--- src/rtl/sprite_palette_bank.sv ---
// Multi-bank writable sprite palette with a 2-cycle registered lookup,
// frame-stepped fade engine and a frame-alternating hit flash.
module sprite_palette_bank #(
    parameter int INDEX_W         = 4,
    parameter int NUM_BANKS       = 4,
    parameter int COLOR_W         = 4,
    parameter int TRANSPARENT_IDX = 0,
    parameter int FADE_FRAMES     = 2,
    parameter int FLASH_FRAMES    = 16,
    localparam int BANK_W         = $clog2(NUM_BANKS)
) (
    input  logic                   Clk,
    input  logic                   Reset,
    input  logic                   pix_valid,
    input  logic [INDEX_W-1:0]     pix_index,
    input  logic                   frame_start,
    input  logic [BANK_W-1:0]      bank_sel,
    input  logic                   wr_en,
    input  logic [BANK_W-1:0]      wr_bank,
    input  logic [INDEX_W-1:0]     wr_index,
    input  logic [3*COLOR_W-1:0]   wr_rgb,
    input  logic [1:0]             fade_cmd,
    input  logic                   flash_req,
    output logic [COLOR_W-1:0]     red,
    output logic [COLOR_W-1:0]     green,
    output logic [COLOR_W-1:0]     blue,
    output logic                   rgb_valid,
    output logic                   transparent,
    output logic                   fade_busy
);
    localparam int RGB_W  = 3 * COLOR_W;
    localparam int DEPTH  = NUM_BANKS << INDEX_W;
    localparam int STAGES = 2;
    localparam int SW     = (FADE_FRAMES > 1) ? $clog2(FADE_FRAMES) : 1;
    localparam int FW     = $clog2(FLASH_FRAMES + 1);

    localparam logic [1:0] S_IDLE = 2'd0;
    localparam logic [1:0] S_OUT  = 2'd1;
    localparam logic [1:0] S_IN   = 2'd2;

    logic [RGB_W-1:0]  mem [DEPTH];
    logic [BANK_W-1:0] active_bank;
    logic [RGB_W-1:0]  s1_rgb;
    logic              s1_trans;
    logic [STAGES:1]   vld_pipe;
    logic [1:0]        state;
    logic [3:0]        level;
    logic [SW-1:0]     step;
    logic [FW-1:0]     flash_cnt;
    logic              flash_force;

    function automatic logic [COLOR_W-1:0] scale(input logic [COLOR_W-1:0] c,
                                                 input logic [3:0] lv);
        logic [COLOR_W+3:0] p;
        p = (COLOR_W+4)'(c) * (COLOR_W+4)'({1'b0, lv} + 5'd1);
        return p[COLOR_W+3:4];
    endfunction

    // Palette contents deliberately survive Reset.
    always_ff @(posedge Clk) begin
        if (wr_en)
            mem[{wr_bank, wr_index}] <= wr_rgb;
    end

    always_ff @(posedge Clk) begin
        if (Reset)
            active_bank <= '0;
        else if (frame_start)
            active_bank <= bank_sel;
    end

    assign flash_force = (flash_cnt != '0) && flash_cnt[0] && !s1_trans;

    always_ff @(posedge Clk) begin
        if (Reset) begin
            s1_rgb      <= '0;
            s1_trans    <= 1'b0;
            vld_pipe    <= '0;
            red         <= '0;
            green       <= '0;
            blue        <= '0;
            transparent <= 1'b0;
        end else begin
            s1_rgb      <= mem[{active_bank, pix_index}];
            s1_trans    <= (pix_index == INDEX_W'(TRANSPARENT_IDX));
            vld_pipe    <= {vld_pipe[STAGES-1:1], pix_valid};
            red         <= flash_force ? '1 : scale(s1_rgb[RGB_W-1 -: COLOR_W], level);
            green       <= flash_force ? '1 : scale(s1_rgb[2*COLOR_W-1 -: COLOR_W], level);
            blue        <= flash_force ? '1 : scale(s1_rgb[COLOR_W-1:0], level);
            transparent <= s1_trans;
        end
    end

    assign rgb_valid = vld_pipe[STAGES];
    assign fade_busy = (state != S_IDLE);

    // Commands override frame steps; level saturates and the FSM idles at the end stop.
    always_ff @(posedge Clk) begin
        if (Reset) begin
            state <= S_IDLE;
            level <= 4'hF;
            step  <= '0;
        end else if (fade_cmd == 2'b11) begin
            state <= S_IDLE;
            level <= 4'hF;
            step  <= '0;
        end else if (fade_cmd == 2'b01) begin
            state <= S_OUT;
            step  <= '0;
        end else if (fade_cmd == 2'b10) begin
            state <= S_IN;
            step  <= '0;
        end else if (frame_start && state != S_IDLE) begin
            if (step == SW'(FADE_FRAMES - 1)) begin
                step <= '0;
                if (state == S_OUT) begin
                    if (level != 4'h0) level <= level - 4'd1;
                    if (level <= 4'h1) state <= S_IDLE;
                end else begin
                    if (level != 4'hF) level <= level + 4'd1;
                    if (level >= 4'hE) state <= S_IDLE;
                end
            end else begin
                step <= step + 1'b1;
            end
        end
    end

    always_ff @(posedge Clk) begin
        if (Reset)
            flash_cnt <= '0;
        else if (flash_req)
            flash_cnt <= FW'(FLASH_FRAMES);
        else if (frame_start && flash_cnt != '0)
            flash_cnt <= flash_cnt - 1'b1;
    end
endmodule

--- config.mk ---
export PLATFORM = sky130hd
export DESIGN_NAME = sprite_palette_bank
export DESIGN_NICKNAME = d
export VERILOG_FILES = /design/src/rtl/sprite_palette_bank.sv
export SDC_FILE = /design/constraint.sdc
export NUM_CORES = 1
export LEC_CHECK = 0
export CAP_MARGIN = 25
export CORE_ASPECT_RATIO = 0.7
export CORE_MARGIN = 1
export CORE_UTILIZATION = 35
export CTS_BUF_LIST = sky130_fd_sc_hd__clkbuf_4
export DETAILED_ROUTE_END_ITERATION = 12
export HOLD_SLACK_MARGIN = 0.05
export SYNTH_ARGS = -nofsm -noshare
export SYNTH_HDL_FRONTEND = slang
export SYNTH_SLANG_ARGS = --single-unit
--- constraint.sdc ---
create_clock -name Clk -period 8 [get_ports Clk]
set_input_delay 0.8 -clock Clk [delete_from_list [all_inputs] [get_ports Clk]]
set_output_delay 0.8 -clock Clk [all_outputs]
set_load 0.05 [all_outputs]
* Word level (Yosys, flattened, before mapping)
Memories as Yosys holds them, arrays and structs flattened. A register that Yosys moved wholly into a read port is not among the register bits.
Cells that the tools add are included.
** Cells by class
- Add/subtract/negate cells :: 5
- Multiply operators :: 3
- Order comparisons :: 2
- Equal/unequal tests :: 8
- Muxes and demuxes :: 18
- Bitwise logic cells :: 2
- Reductions and logical operators :: 24
** Operators by type and width (count)
- $mux W4 :: 6
- $mul A4 B8 Y8 :: 2
- $mux W2 :: 6
- $mux W5 :: 2
- $reduce_bool A2 Y1 :: 5
- $reduce_bool A3 Y1 :: 3
- $mul A4 B5 Y8 :: 1
- $reduce_and A4 Y1 :: 2
- $reduce_bool A4 Y1 :: 2
- $reduce_and A6 Y1 :: 1
- $add A4 B1 Y5 const B :: 1
- $reduce_bool A5 Y1 :: 1
- $sub A5 B1 Y5 const B :: 1
- $add A4 B1 Y4 const B :: 1
- $eq A2 B1 Y1 const B :: 2
- $eq A2 B2 Y1 const B :: 2
- $ge A4 B4 Y1 const B :: 1
- $le A4 B1 Y1 const B :: 1
- $logic_and A1 B1 Y1 :: 4
- $logic_not A4 Y1 :: 1
- $mux W1 :: 4
- $ne A4 B3 Y1 const B :: 1
- $ne A4 B4 Y1 const B :: 1
- $reduce_or A2 Y1 :: 2
- other kinds (8) :: 9
** Storage, ports and cells
- Flip-flop bits (word level) :: 30
- RAM bits :: 768
- Output and inout port bits :: 15
- Logic and storage cells :: 76
- Memories kept :: 1
** Memories
- mem :: words 64, bits a word 12, rd ports 1, clocked after memory_dff 1, wr ports 1, line 41 : logic [RGB_W-1:0] mem [DEPTH];

* Logic depth before layout (Yosys ltp)
- Word-level depth :: 7
- Mapped depth :: 15
- Gate-level depth less buffers :: 13

* Worst setup path before layout
OpenSTA, ideal clock, no wires.
- Path kind :: register -> register
- From :: reg level[0]
- To :: reg blue[2]
- Setup time :: 0.132 ns
- Data arrival time :: 3.278 ns
- Required time :: 7.868 ns
- Slack :: 4.590 ns
- Cell stages (with the launch flop) :: 15
- Path buffers :: 2
- Clock period less this slack :: 3.410 ns
- Path through :: dfxtp_1 > clkbuf_1 > inv_1 > ha_1 > clkbuf_1 > and2_1 > fa_1 > inv_1 > fa_1 > inv_1 > ha_1 > o21a_1 > a21oi_1 > xnor2_1 > a21oi_1
** Between the ends
- Word-level cells in the longest chain between the ends :: 3
** Ends and longest elaborated chain
- from (decl) :: line 47 : logic [3:0] level;
- from (signal assigned) :: line 117 : if (level != 4'h0) level <= level - 4'd1;
- from (signal assigned) :: line 120 : if (level != 4'hF) level <= level + 4'd1;
- $add A4 B1 Y5 :: line 55 : p = (COLOR_W+4)'(c) * (COLOR_W+4)'({1'b0, lv} + 5'd1);
- $mul A4 B5 Y8 :: line 55
- $mux W4 :: line 89 : blue <= flash_force ? '1 : scale(s1_rgb[COLOR_W-1:0], level);
- to (signal assigned) :: line 89
- to (decl) :: line 26 : output logic [COLOR_W-1:0] blue,
No other way between the ends.
A chain may end at the register's enable or synchronous reset.

* Worst setup path in the final report
- From :: reg level[0]
- To :: reg red[2]
** Between the ends
- Word-level cells in the longest chain between the ends :: 3
** Ends and longest elaborated chain
- $add A4 B1 Y5 :: line 55
- $mul A4 B8 Y8 :: line 55
- $mux W4 :: line 87 : red <= flash_force ? '1 : scale(s1_rgb[RGB_W-1 -: COLOR_W], level);
- to (signal assigned) :: line 87
- to (decl) :: line 24 : output logic [COLOR_W-1:0] red,
No other way between the ends.

==> run metrics <==
iteration count of the initial detailed-routing pass=7; largest fanout of any net on the critical path=12; type of the tightest min-delay check=in -> reg; die extent in x=366 µm; slew margin rel.=34.0%; Worst R2R Path Depth=11; worst slack on hold paths=0.159 ns; count of endpoints failing hold in the final timing report=0; Tcrit/Tclk final=51.7%; netlist area before placement=32400 µm²; starting density of the core=35.7%; weighted congestion at the end of routability-driven global placement=0.819; data arrival time at the worst-slack endpoint=5.00 ns; Final setup violation count=0; area enclosed by the die boundary=93900 µm²; pin count of the biggest net entering global routing=87; via count=17500; Port Buf Inserts=46; area added between synthesis and finish=14.3%; Chip Height=257 µm; DRC=0; reported max-cap violation count=0; final design area excluding fillers=37100 µm²; Overall Global Routing Usage=17.5%; cell-by-cell listing of the critical path=ha_1 -> xor2_1 -> nand2_1 -> fa_1 -> fa_1 -> inv_1 -> ha_1 -> o21a_1 -> a21oi_1 -> xnor2_1 -> a21oi_1; Placed Area=34500 µm²; total number of clock tree sinks=810; maximum operating frequency=0.242 GHz; initial antenna violation count=4; quantity of gates resized following cts=0; Net Count, Synth=1779; grt ovf=0; Slowest Stage Delay on Critical Path=0.73 ns; Hold Path End=mem[39][11]$_DFFE_PP_; minimum setup slack among reg-to-reg paths=3.87 ns; final net count=2007; total chip power=8.67 mW; async set-or-reset flop fraction in the synthesized netlist=0%; unrepaired setup endpoints after global routing=no; CP endpoint kind=register; count of cells along the worst hold path=1; detailed placement HPWL=49600 µm; clock root buffer=sky130_fd_sc_hd__clkbuf_4; floorplan row count=92; power density cells=234 nW/µm²; number of DRC violations after detailed-routing iteration 0=1916; flop and latch count out of synthesis=810; number of CTS-inserted buffers=189; element type at the critical path start=register; post-synthesis sequential area ratio=73.7%; worst hold start=wr_rgb[11]; Worst Setup Path Type=reg -> reg; CTS tree=yes; Placeable Area=90900 µm²; peak supply drop=0.134 mV; number of top-level pins=47; count of synthesis-stage warnings from yosys=0; leakage power figure=12.3 nW; number of cells produced by synthesis=1696; final slew viol count=0; worst-case clock buffer depth=3; Cell Count, Final, Fillers Out=3289; hold-fix buffers at CTS=0; maximum level of the CTS H-tree=4; worst slew pin tran=0.989 ns; pre-CTS worst setup slack=3.78 ns; EDFF count, synth=768; most used cells in the layout excluding fill and tap cells=sky130_fd_sc_hd__edfxtp_1 (768), sky130_fd_sc_hd__clkbuf_4 (278), sky130_fd_sc_hd__mux4_2 (143); summed negative setup slack over all endpoints=0 ns; total routed wirelength=81900 µm; global-route wire length before repair=119000 µm; cell total after placement=2953; post-DR wirelength/cell=24.9 µm; number of routed nets with antenna violations=0; post-synth cell types=56; source-to-sink clock delay at the later pin of the worst-skew pair=1.03 ns; launch point of the worst reg-to-reg path=level[0]$_SDFFE_PP1P_; mean area per synthesized cell=19.1 µm²; number of global-route vias before repair=17500; worst setup slack after layout=3.87 ns; commonest non-fill, non-tap cell in the layout=sky130_fd_sc_hd__edfxtp_1; final setup skew=0.0505 ns; number of vias per cell=5.32; fraction of final layout cells with drive strength greater than 1=27.5%; outcome=completed; cell with the largest stage delay on the worst path=sky130_fd_sc_hd__xor2_1; final core utilization=40.8%; dominant synthesized flop cell=sky130_fd_sc_hd__edfxtp_1; final critical-path required period=4.13 ns; buffers inserted by post-CTS timing repair=0; clk slew on worst S/H paths=0.07 ns; endpoint of the most critical register-to-register path=red[2]$_SDFF_PP0_; required time at the endpoint of the critical path=8.87 ns
[flip-flops by register name, indices dropped and copies added, names as in the netlist]
register     flops
mem            768
s1_rgb          12
flash_cnt        5
blue             4
green            4
level            4
red              4
active_bank      2
state            2
vld_pipe         2
s1_trans         1
step             1
transparent      1
[logic make-up (layout without fill, tap and decap cells)]
group                      Yosys count  count (layout)  share of synthesized area, %
buffers and inverters              124             489                          2.01
muxes                              241             241                          13.0
DFF                                810             810                          73.7
xor gates and xnor gates            25              25                         0.675
other                                0               6                             0
and+or+nand+nor                    225             225                          3.43
AOI/OAI and AO/OA                  220             220                          4.90
adders and majority gates           51              51                          2.32
[worst max-delay path by stage]
stage | cells after the start | slack, ns | to | start
2_1_floorplan | 14 | 4.59 | blue[2]$_SDFF_PP0_ | level[0]$_SDFFE_PP1P_
3_3_place_gp | 7 | 3.81 | s1_rgb[4]$_SDFF_PP0_ | pix_index[0]
3_5_place_dp | 7 | 3.78 | s1_rgb[4]$_SDFF_PP0_ | pix_index[0]
4_1_cts | 11 | 3.84 | red[2]$_SDFF_PP0_ | level[0]$_SDFFE_PP1P_
5_1_grt | 11 | 3.61 | green[2]$_SDFF_PP0_ | level[0]$_SDFFE_PP1P_
6_report | 11 | 3.87 | red[2]$_SDFF_PP0_ | level[0]$_SDFFE_PP1P_
[final cells by class]
type                    count  area, µm²
fillers                  8155      53900
flip-flops and latches    810      23900
multi-input cells         762       7900
clock buffers             278       2090
well taps                1222       1530
repair buffers            132       1100
clock inverters            50        414
inverters                  29        109
diodes                      6       15.0
[critical path: cells and delay by family (launching register included)]
family          cells  cell delay [ns]
simple gates        1             0.18
compound gates      3             0.59
fa+ha+maj           4             1.68
xor+xnor            2             0.90
buf+inv             1             0.04
flops               1             0.58
[synth_stat cells (all sizes together) (8+ instances only)]
master | instances | area [µm²]
and2 | 26 | 163
o21ai | 10 | 50.0
o221ai | 23 | 201
fa | 15 | 300
a211oi | 35 | 273
a21oi | 44 | 220
inv | 29 | 109
nor2 | 80 | 300
edfxtp | 768 | 23100
ha | 36 | 450
xor2 | 8 | 70.1
nor2b | 15 | 93.8
o22ai | 23 | 144
dfxtp | 42 | 841
a22o | 23 | 201
nand2 | 46 | 173
buf | 49 | 370
a22oi | 37 | 278
xnor2 | 17 | 149
clkbuf | 46 | 173
mux4 | 143 | 3220
mux2i | 98 | 981
[report_power, final]
| group | internal [mW] | switching, mW | total (mW) |
|---|---|---|---|
| logic | 0.178 | 0.331 | 0.509 |
| clock network | 1.84 | 1.62 | 3.46 |
| registers | 4.68 | 0.0247 | 4.70 |
| total | 6.70 | 1.97 | 8.67 |
[routing by layer]
metal	vias up	track usage, %	wire, µm
li1	7480	-	-
met1	9028	25.4	36200
met2	851	24.9	35900
met3	130	4.93	8030
met4	2	6.19	1800
met5	-	0	17
No activity file was read; power rests on OpenSTA's default activity.
